`config.mk`:
```
export PLATFORM = sky130hd
export DESIGN_NAME = trafclass_stats
export DESIGN_NICKNAME = d
export VERILOG_FILES = /design/src/rtl/trafclass_stats.sv
export SDC_FILE = /design/constraint.sdc
export NUM_CORES = 2
export LEC_CHECK = 0
export ABC_CLOCK_PERIOD_IN_PS = 6800
export BUFFER_PORTS_ARGS = -buffer_cell sky130_fd_sc_hd__buf_2
export CAP_MARGIN = 20
export CORE_MARGIN = 2
export CORE_UTILIZATION = 40
export DETAILED_ROUTE_END_ITERATION = 12
export PLACE_DENSITY = 0.55
export SYNTH_ARGS = -nofsm -noshare
export SYNTH_HDL_FRONTEND = slang
export SYNTH_SLANG_ARGS = --single-unit
```
`constraint.sdc`:
```
create_clock -name clk_i -period 6.8 [get_ports clk_i]
set_clock_uncertainty 0.1 [all_clocks]
set_input_delay 1.36 -clock clk_i [delete_from_list [all_inputs] [get_ports clk_i]]
set_output_delay 1.36 -clock clk_i [all_outputs]
set_load 0.02 [all_outputs]
```
`src/rtl/trafclass_stats.sv`:
```
// Per-class frame statistics: saturating live counters, snapshot into shadow registers, 1-cycle read port.
// Optional 48-bit per-class byte counters are compiled in with `define TRAFCLASS_STATS_BYTES_EN.
module trafclass_stats #(
  parameter int unsigned CLASS_NUM = 16,
  parameter int unsigned CNT_W     = 32,
  parameter int unsigned ADDR_W    = 7
) (
  input  logic                 clk_i,
  input  logic                 rst_i,
  input  logic                 clken_i,
  input  logic                 class_valid_i,
  input  logic [CLASS_NUM-1:0] class_flags_i,
  input  logic                 crc_err_i,
  input  logic [15:0]          frm_len_i,
  input  logic                 snapshot_i,
  output logic                 snapshot_done_o,
  input  logic                 rd_en_i,
  input  logic [ADDR_W-1:0]    rd_addr_i,
  output logic [31:0]          rd_data_o,
  output logic                 rd_valid_o
);

  typedef logic [CNT_W-1:0] cnt_t;
  typedef logic [47:0]      byt_t;

  function automatic cnt_t sat_inc(input cnt_t v);
    return (v == '1) ? v : v + cnt_t'(1);
  endfunction

  logic accept;
  cnt_t live_tot, live_crc, shd_tot, shd_crc;
  cnt_t nxt_tot, nxt_crc;
  cnt_t live_cls [CLASS_NUM];
  cnt_t shd_cls  [CLASS_NUM];
  cnt_t nxt_cls  [CLASS_NUM];
  logic [31:0] rd_word;

  assign accept = class_valid_i & clken_i;

`ifdef TRAFCLASS_STATS_BYTES_EN
  function automatic byt_t sat_add(input byt_t v, input logic [15:0] len);
    logic [48:0] sum;
    sum = {1'b0, v} + 49'(len);
    return sum[48] ? '1 : sum[47:0];
  endfunction

  byt_t live_byt [CLASS_NUM];
  byt_t shd_byt  [CLASS_NUM];
  byt_t nxt_byt  [CLASS_NUM];
`else
  logic unused_frm_len;
  assign unused_frm_len = ^frm_len_i;
`endif

  // A snapshot clears the base first, so an event in the same cycle lands in the new period.
  always_comb begin
    nxt_tot = snapshot_i ? '0 : live_tot;
    nxt_crc = snapshot_i ? '0 : live_crc;
    for (int unsigned i = 0; i < CLASS_NUM; i++) begin
      nxt_cls[i] = snapshot_i ? '0 : live_cls[i];
`ifdef TRAFCLASS_STATS_BYTES_EN
      nxt_byt[i] = snapshot_i ? '0 : live_byt[i];
`endif
    end
    if (accept) begin
      nxt_tot = sat_inc(nxt_tot);
      if (crc_err_i) begin
        nxt_crc = sat_inc(nxt_crc);
      end else begin
        for (int unsigned i = 0; i < CLASS_NUM; i++) begin
          if (class_flags_i[i]) begin
            nxt_cls[i] = sat_inc(nxt_cls[i]);
`ifdef TRAFCLASS_STATS_BYTES_EN
            nxt_byt[i] = sat_add(nxt_byt[i], frm_len_i);
`endif
          end
        end
      end
    end
  end

  always_comb begin
    rd_word = '0;
    if (32'(rd_addr_i) == 0) rd_word = 32'(shd_tot);
    if (32'(rd_addr_i) == 1) rd_word = 32'(shd_crc);
    for (int unsigned i = 0; i < CLASS_NUM; i++) begin
      if (32'(rd_addr_i) == i + 2) rd_word = 32'(shd_cls[i]);
`ifdef TRAFCLASS_STATS_BYTES_EN
      if (32'(rd_addr_i) == CLASS_NUM + 2 + i)     rd_word = shd_byt[i][31:0];
      if (32'(rd_addr_i) == 2 * CLASS_NUM + 2 + i) rd_word = {16'h0000, shd_byt[i][47:32]};
`endif
    end
  end

  always_ff @(posedge clk_i) begin
    if (!rst_i) begin
      live_tot        <= '0;
      live_crc        <= '0;
      shd_tot         <= '0;
      shd_crc         <= '0;
      live_cls        <= '{default: '0};
      shd_cls         <= '{default: '0};
`ifdef TRAFCLASS_STATS_BYTES_EN
      live_byt        <= '{default: '0};
      shd_byt         <= '{default: '0};
`endif
      snapshot_done_o <= 1'b0;
      rd_valid_o      <= 1'b0;
      rd_data_o       <= '0;
    end else begin
      live_tot <= nxt_tot;
      live_crc <= nxt_crc;
      live_cls <= nxt_cls;
`ifdef TRAFCLASS_STATS_BYTES_EN
      live_byt <= nxt_byt;
`endif
      if (snapshot_i) begin
        shd_tot <= live_tot;
        shd_crc <= live_crc;
        shd_cls <= live_cls;
`ifdef TRAFCLASS_STATS_BYTES_EN
        shd_byt <= live_byt;
`endif
      end
      snapshot_done_o <= snapshot_i;
      rd_valid_o      <= rd_en_i;
      if (rd_en_i) rd_data_o <= rd_word;
    end
  end

endmodule

```
# [Word level (Yosys, flattened, before mapping)]
# Index checks and enable logic that the tools add are counted.
[op_classes] bitwise_logic=1 shift=0 magnitude_cmp=0 n_eq_ne=35 div=0 n_mux=75 n_mul=0 addsub=18 n_reduce_logical=1
[ops] cell="32-bit two-way mux" n=73
[ops] cell="512-bit two-way mux" n=2
[ops] cell="32-bit by 1-bit adder with 32-bit output, second input constant" n=18
[ops] cell="32-bit equality test, second input constant" n=18
[ops] cell="7-bit by 4-bit equality test with 1-bit output, second input constant" n=8
[ops] cell="7-bit by 3-bit equality test with 1-bit output, second input constant" n=4
[ops] cell="7-bit by 2-bit equality test with 1-bit output, second input constant" n=2
[ops] cell="7-bit by 5-bit equality test with 1-bit output, second input constant" n=2
[ops] cell="7-bit by 1-bit equality test with 1-bit output, second input constant" n=1
[ops] cell="7-bit zero test" n=1
[ops] cell="1-bit AND" n=1
[totals] latchBits=0 elab_cells=169 register_bits=1186 input_bits=46 mem_count=0 out_inout_bits=34 mem_bits_rw=0 romBits=0

# [Depth between registers and ports, before layout]
[logic_depth] word_depth=19 ltp_mapped=17 ltp_nobuf=8

# [Least setup slack after synthesis]
# Ideal clock, no wire load.
[synth_timing] path_type="input -> register" start="input snapshot_i" end="register live_cls[185] in the netlist's numbering" path_buffers=7 t_required_ns=6.630 setup_time_ns=0.070 arrival_ns=4.477 path_slack_ns=2.153 cell_stages=15 cell_sequence="buf_6 clkbuf_1 buf_2 buf_2 clkbuf_1 clkbuf_1 nor2b_1 ha_1 nor2b_1 nand4_1 and4b_1 clkbuf_1 or4_1 or3_1 a21oi_1"
[synth_via] elab_chain_len=6 elab_cells_between_ends=7 classes_between="1 x add/sub; 1 x eq/ne; 5 x mux"
[synth_lines] item="start, declared" line="15" source="input logic snapshot_i,"
[synth_lines] item="32-bit two-way mux *" line="60" source="nxt_cls[i] = snapshot_i ? '0 : live_cls[i];"
[synth_lines] item="32-bit by 1-bit adder with 32-bit output or 32-bit equality test (tied branches)" line="27" source="return (v == '1) ? v : v + cnt_t'(1);"
[synth_lines] item="32-bit two-way mux" line="27"
[synth_lines] item="32-bit two-way mux" line="71" source="if (class_flags_i[i]) begin"
[synth_lines] item="512-bit two-way mux" line="67" source="if (crc_err_i) begin"
[synth_lines] item="512-bit two-way mux *" line="65" source="if (accept) begin"
[synth_lines] item="end signal, assigned" line="113" source="live_cls <= nxt_cls;"
[synth_lines] item="end, declared" line="33" source="cnt_t live_cls [CLASS_NUM];"
# Mark *: on every way between the ends. The rest lies on a longest branch, timed or not.
# A chain may end at the register's enable or synchronous reset.

# [Final worst setup path]
[layout_timing] start="input rd_addr_i[0]" end="register rd_data_o[19]"
[layout_via] elab_chain_len=19 elab_cells_between_ends=36 classes_between="17 x eq/ne; 18 x mux; 1 x reduce/logical"
[layout_lines] item="start, declared" line="18" source="input logic [ADDR_W-1:0] rd_addr_i,"
[layout_lines] item="7-bit zero test" line="84" source="if (32'(rd_addr_i) == 0) rd_word = 32'(shd_tot);"
[layout_lines] item="32-bit two-way mux" line="84"
[layout_lines] item="32-bit two-way mux" line="85" source="if (32'(rd_addr_i) == 1) rd_word = 32'(shd_crc);"
[layout_lines] item="32-bit two-way mux (15 in series)" line="87" source="if (32'(rd_addr_i) == i + 2) rd_word = 32'(shd_cls[i]);"
[layout_lines] item="32-bit two-way mux *" line="87"
[layout_lines] item="end signal, assigned" line="127" source="if (rd_en_i) rd_data_o <= rd_word;"
[layout_lines] item="end, declared" line="19" source="output logic [31:0] rd_data_o,"
# Marks and branches as above.

==> results.ini <==
[floorplan]
rows = 137
ios = 80
die_area_sq_um = 144000
die_w_microns = 380
floorplan.initialDensity_pct = 40.4
fp.dieH_microns = 380
core_area_sq_um = 140000

[detailed_routing]
drt_iter0_drc = 4042
routed_wl_microns = 181000
wl_per_cell_microns = 21.9
drc = 0
drtPass1Iterations = 6
routed-via-count = 47000
viasPerCell = 5.66
ant_nets = 0

[worst_setup_path]
crit_path_start_kind = primary input
crit_fanout = 39
cp_data_required_time_ns = 7.38
cp_data_arrival_time_ns = 4.77
crit_type = in2reg
cp-end-kind = flop

[grt]
grt_antenna_before_repair = 8
gr-total-overflow = 0
grt_pass1_vias = 43300
grt_max_degree = 206
track_usage_pct = 24.3
grt_pass1_wl_microns = 274000

[yosys]
synth.most_common_cell = dfxtp_1
syn_inst = 6430
synth-edff-count = 0
ys_types = 97
ys_seq_area_share_pct = 42.0
synthTopCellsByArea = dfxtp_1, mux2i_1, nor2_1, xnor2_1, nand2_1
syn_nets = 6494
ys_warn_count = 0
synth_largest_area_cell = dfxtp_1
postSynth.asyncResetShare_pct = 0
synth_common_cells = dfxtp_1, nor2_1, mux2i_1, nand2_1, xnor2_1
ys.flop_type = dfxtp_1
synth_top_area_share_pct = 42.0
synth_area_sq_um = 56500
syn_area_per_cell_sq_um = 8.79
ys_seq_elements = 1186

[placement]
dp_hpwl_microns = 126000
portBuffers = 63
gp_congestion = 0.939
dp.cells = 8045

[layout]
drive_gt1_share_pct = 7.95
stdcell_count = 8298
num-nets-final = 6374
area_delta_synth_final_pct = 11.9

[sta]
tightest_slew_ns = 1.10
hold_violations = 0
fmaxAchievable_ghz = 0.238
grt_setup_unrepaired = no
period_share_pct = 61.7
slew_headroom_pct = 26.7
fin_tns_setup_ns = 0
fin_crit_ns = 4.19
setup_viol = 0
drv_slew = 0

[power]
p_leak_nw = 22.6
cellPowerDensity_nw_per_um2 = 244
power_switching_w = 0.00355
vdd_drop_max_mv = 0.245
sequentialPowerShare_pct = 45.1
p_clk_share_pct = 50.7
p_sw_share_pct = 23.0
p_comb_share_pct = 4.1
p_int_w = 0.0119

[cts]
hold_buffers = 0
tritoncts = yes
postCtsSetupRepairBufs = 0
insertion_delay_ns = 0.77
cts_resized = 0
cts_root_buf = clkbuf_16
cts.clk_slew.worst_paths_ns = 0.06
cts_max_level = 4
clkSinkCount = 1186
clockBufferDepth = 3
cts_buffers = 138

[outcome]
status = complete, no violations

[min_path]
min_path_type = reg2reg

[run]
cap_violations = 0

-- power by group through the flow --
stage	registers [W]	logic, W	clock network (W)
5_1_grt	0.00696	0.000664	0.00825
3_3_place_gp	0.00712	0.000629	0
4_1_cts	0.00697	0.000632	0.00799
2_1_floorplan	0.00712	0.000413	0
3_5_place_dp	0.00712	0.000631	0
6_report	0.00697	0.000636	0.00783
-- metrics by stage --
stage	total power, W	utilization, %	instance area (sq um)	worst slack (ns)	hold WS, ns
6_report	0.0154	45.2	63200	2.61	0.384
5_1_grt	0.0159	45.2	63200	2.52	0.405
4_1_cts	0.0156	45.2	63200	2.67	0.389
3_5_place_dp	0.00775	41.8	58400	1.85	0.375
3_3_place_gp	0.00775	41.7	58400	1.85	0.365
2_1_floorplan	0.00753	-	56500	2.15	0.352
-- area by class of cell --
class | count | area [sq um]
Multi-Input combinational cell | 4772 | 30900
Antenna cell | 4 | 10.0
Clock buffer | 202 | 4140
Inverter | 60 | 238
Timing Repair Buffer | 152 | 1180
Clock inverter | 46 | 648
Tap cell | 1876 | 2350
Sequential cell | 1186 | 23700
Fill cell | 13700 | 76600
-- path summary, 6_finish.rpt --
| kind | start | end | slack, ns | cells after the start |
|---|---|---|---|---|
| setup / recovery | rd_addr_i[0] | rd_data_o[19] | 2.61 | 8 |
| hold / removal | live_cls[109] | shd_cls[109] | 0.38 | 2 |
| setup reg to reg | live_cls[352] | live_cls[375] | 3.64 | 8 |
| hold reg to reg | live_cls[109] | shd_cls[109] | 0.38 | 2 |
-- flip-flops by register name (all words and copies together) (netlist names) --
name             count
live_cls           512
shd_cls            512
live_crc            32
live_tot            32
rd_data_o           32
shd_crc             32
shd_tot             32
rd_valid_o           1
snapshot_done_o      1
-- placed cells by master (no fill, tap or decap), types with 22 or more instances in the layout --
master     netlist  routed
nor2_1        1143    1139
nor2b_1        159     157
xnor2_1        314     314
xor2_1         107     107
and4_1          50      50
clkbuf_1       300      27
nand2_1        438     437
nand4b_1        30      30
and2_1          63      63
buf_2           93      59
nor3_1         121     120
o211ai_1        37      37
o2bb2ai_1       23      23
nor4_1         104     101
nand3_1        260     260
nand4_1        188     188
o22ai_1         47      47
a211o_1         22      22
and4b_1         39      39
o21ai_0        119     119
a22o_1          27      27
or3_1           87      87
or4_1           39      39
and3_1          84      84
a211oi_1        56      56
inv_1           58      57
clkbuf_8         0      30
buf_4            1      77
a21oi_1        149     149
dfxtp_1       1186    1186
mux2i_1        628     628
a221oi_1        45      45
a22oi_1         35      35
clkbuf_16        0     145
mux4_2          37      37
a21o_1          23      23
-- critical path, cell delays in order --
cell and delay (ns):
buf_6 0.30, buf_4 0.54, nand4b_1 0.21, nor2_2 0.83
a221oi_1 0.43, a22o_1 0.42, a211o_1 0.34, a211oi_1 0.24
-- layer usage --
metal | part of all wire, % | track usage (%) | wire length [microns]
met1 | 47 | 34.2 | 84600
met2 | 44 | 37.1 | 79600
met3 | 5.8 | 3.89 | 10500
met4 | 3.7 | 9.48 | 6760
met5 | 0.012 | 0 | 22
-- kinds of logic (layout without fill, tap and decap cells) --
family | count (synthesis) | after routing | share of synthesized area (%)
compound gates | 701 | 701 | 8.59
xor+xnor | 421 | 421 | 6.52
fa+ha+maj | 18 | 18 | 0.398
buf+inv | 472 | 460 | 3.39
flops | 1186 | 1186 | 42.0
mux | 679 | 679 | 12.9
other cells | 0 | 4 | 0
simple gates | 2953 | 2953 | 26.2
(Power assumes the default switching activity.)
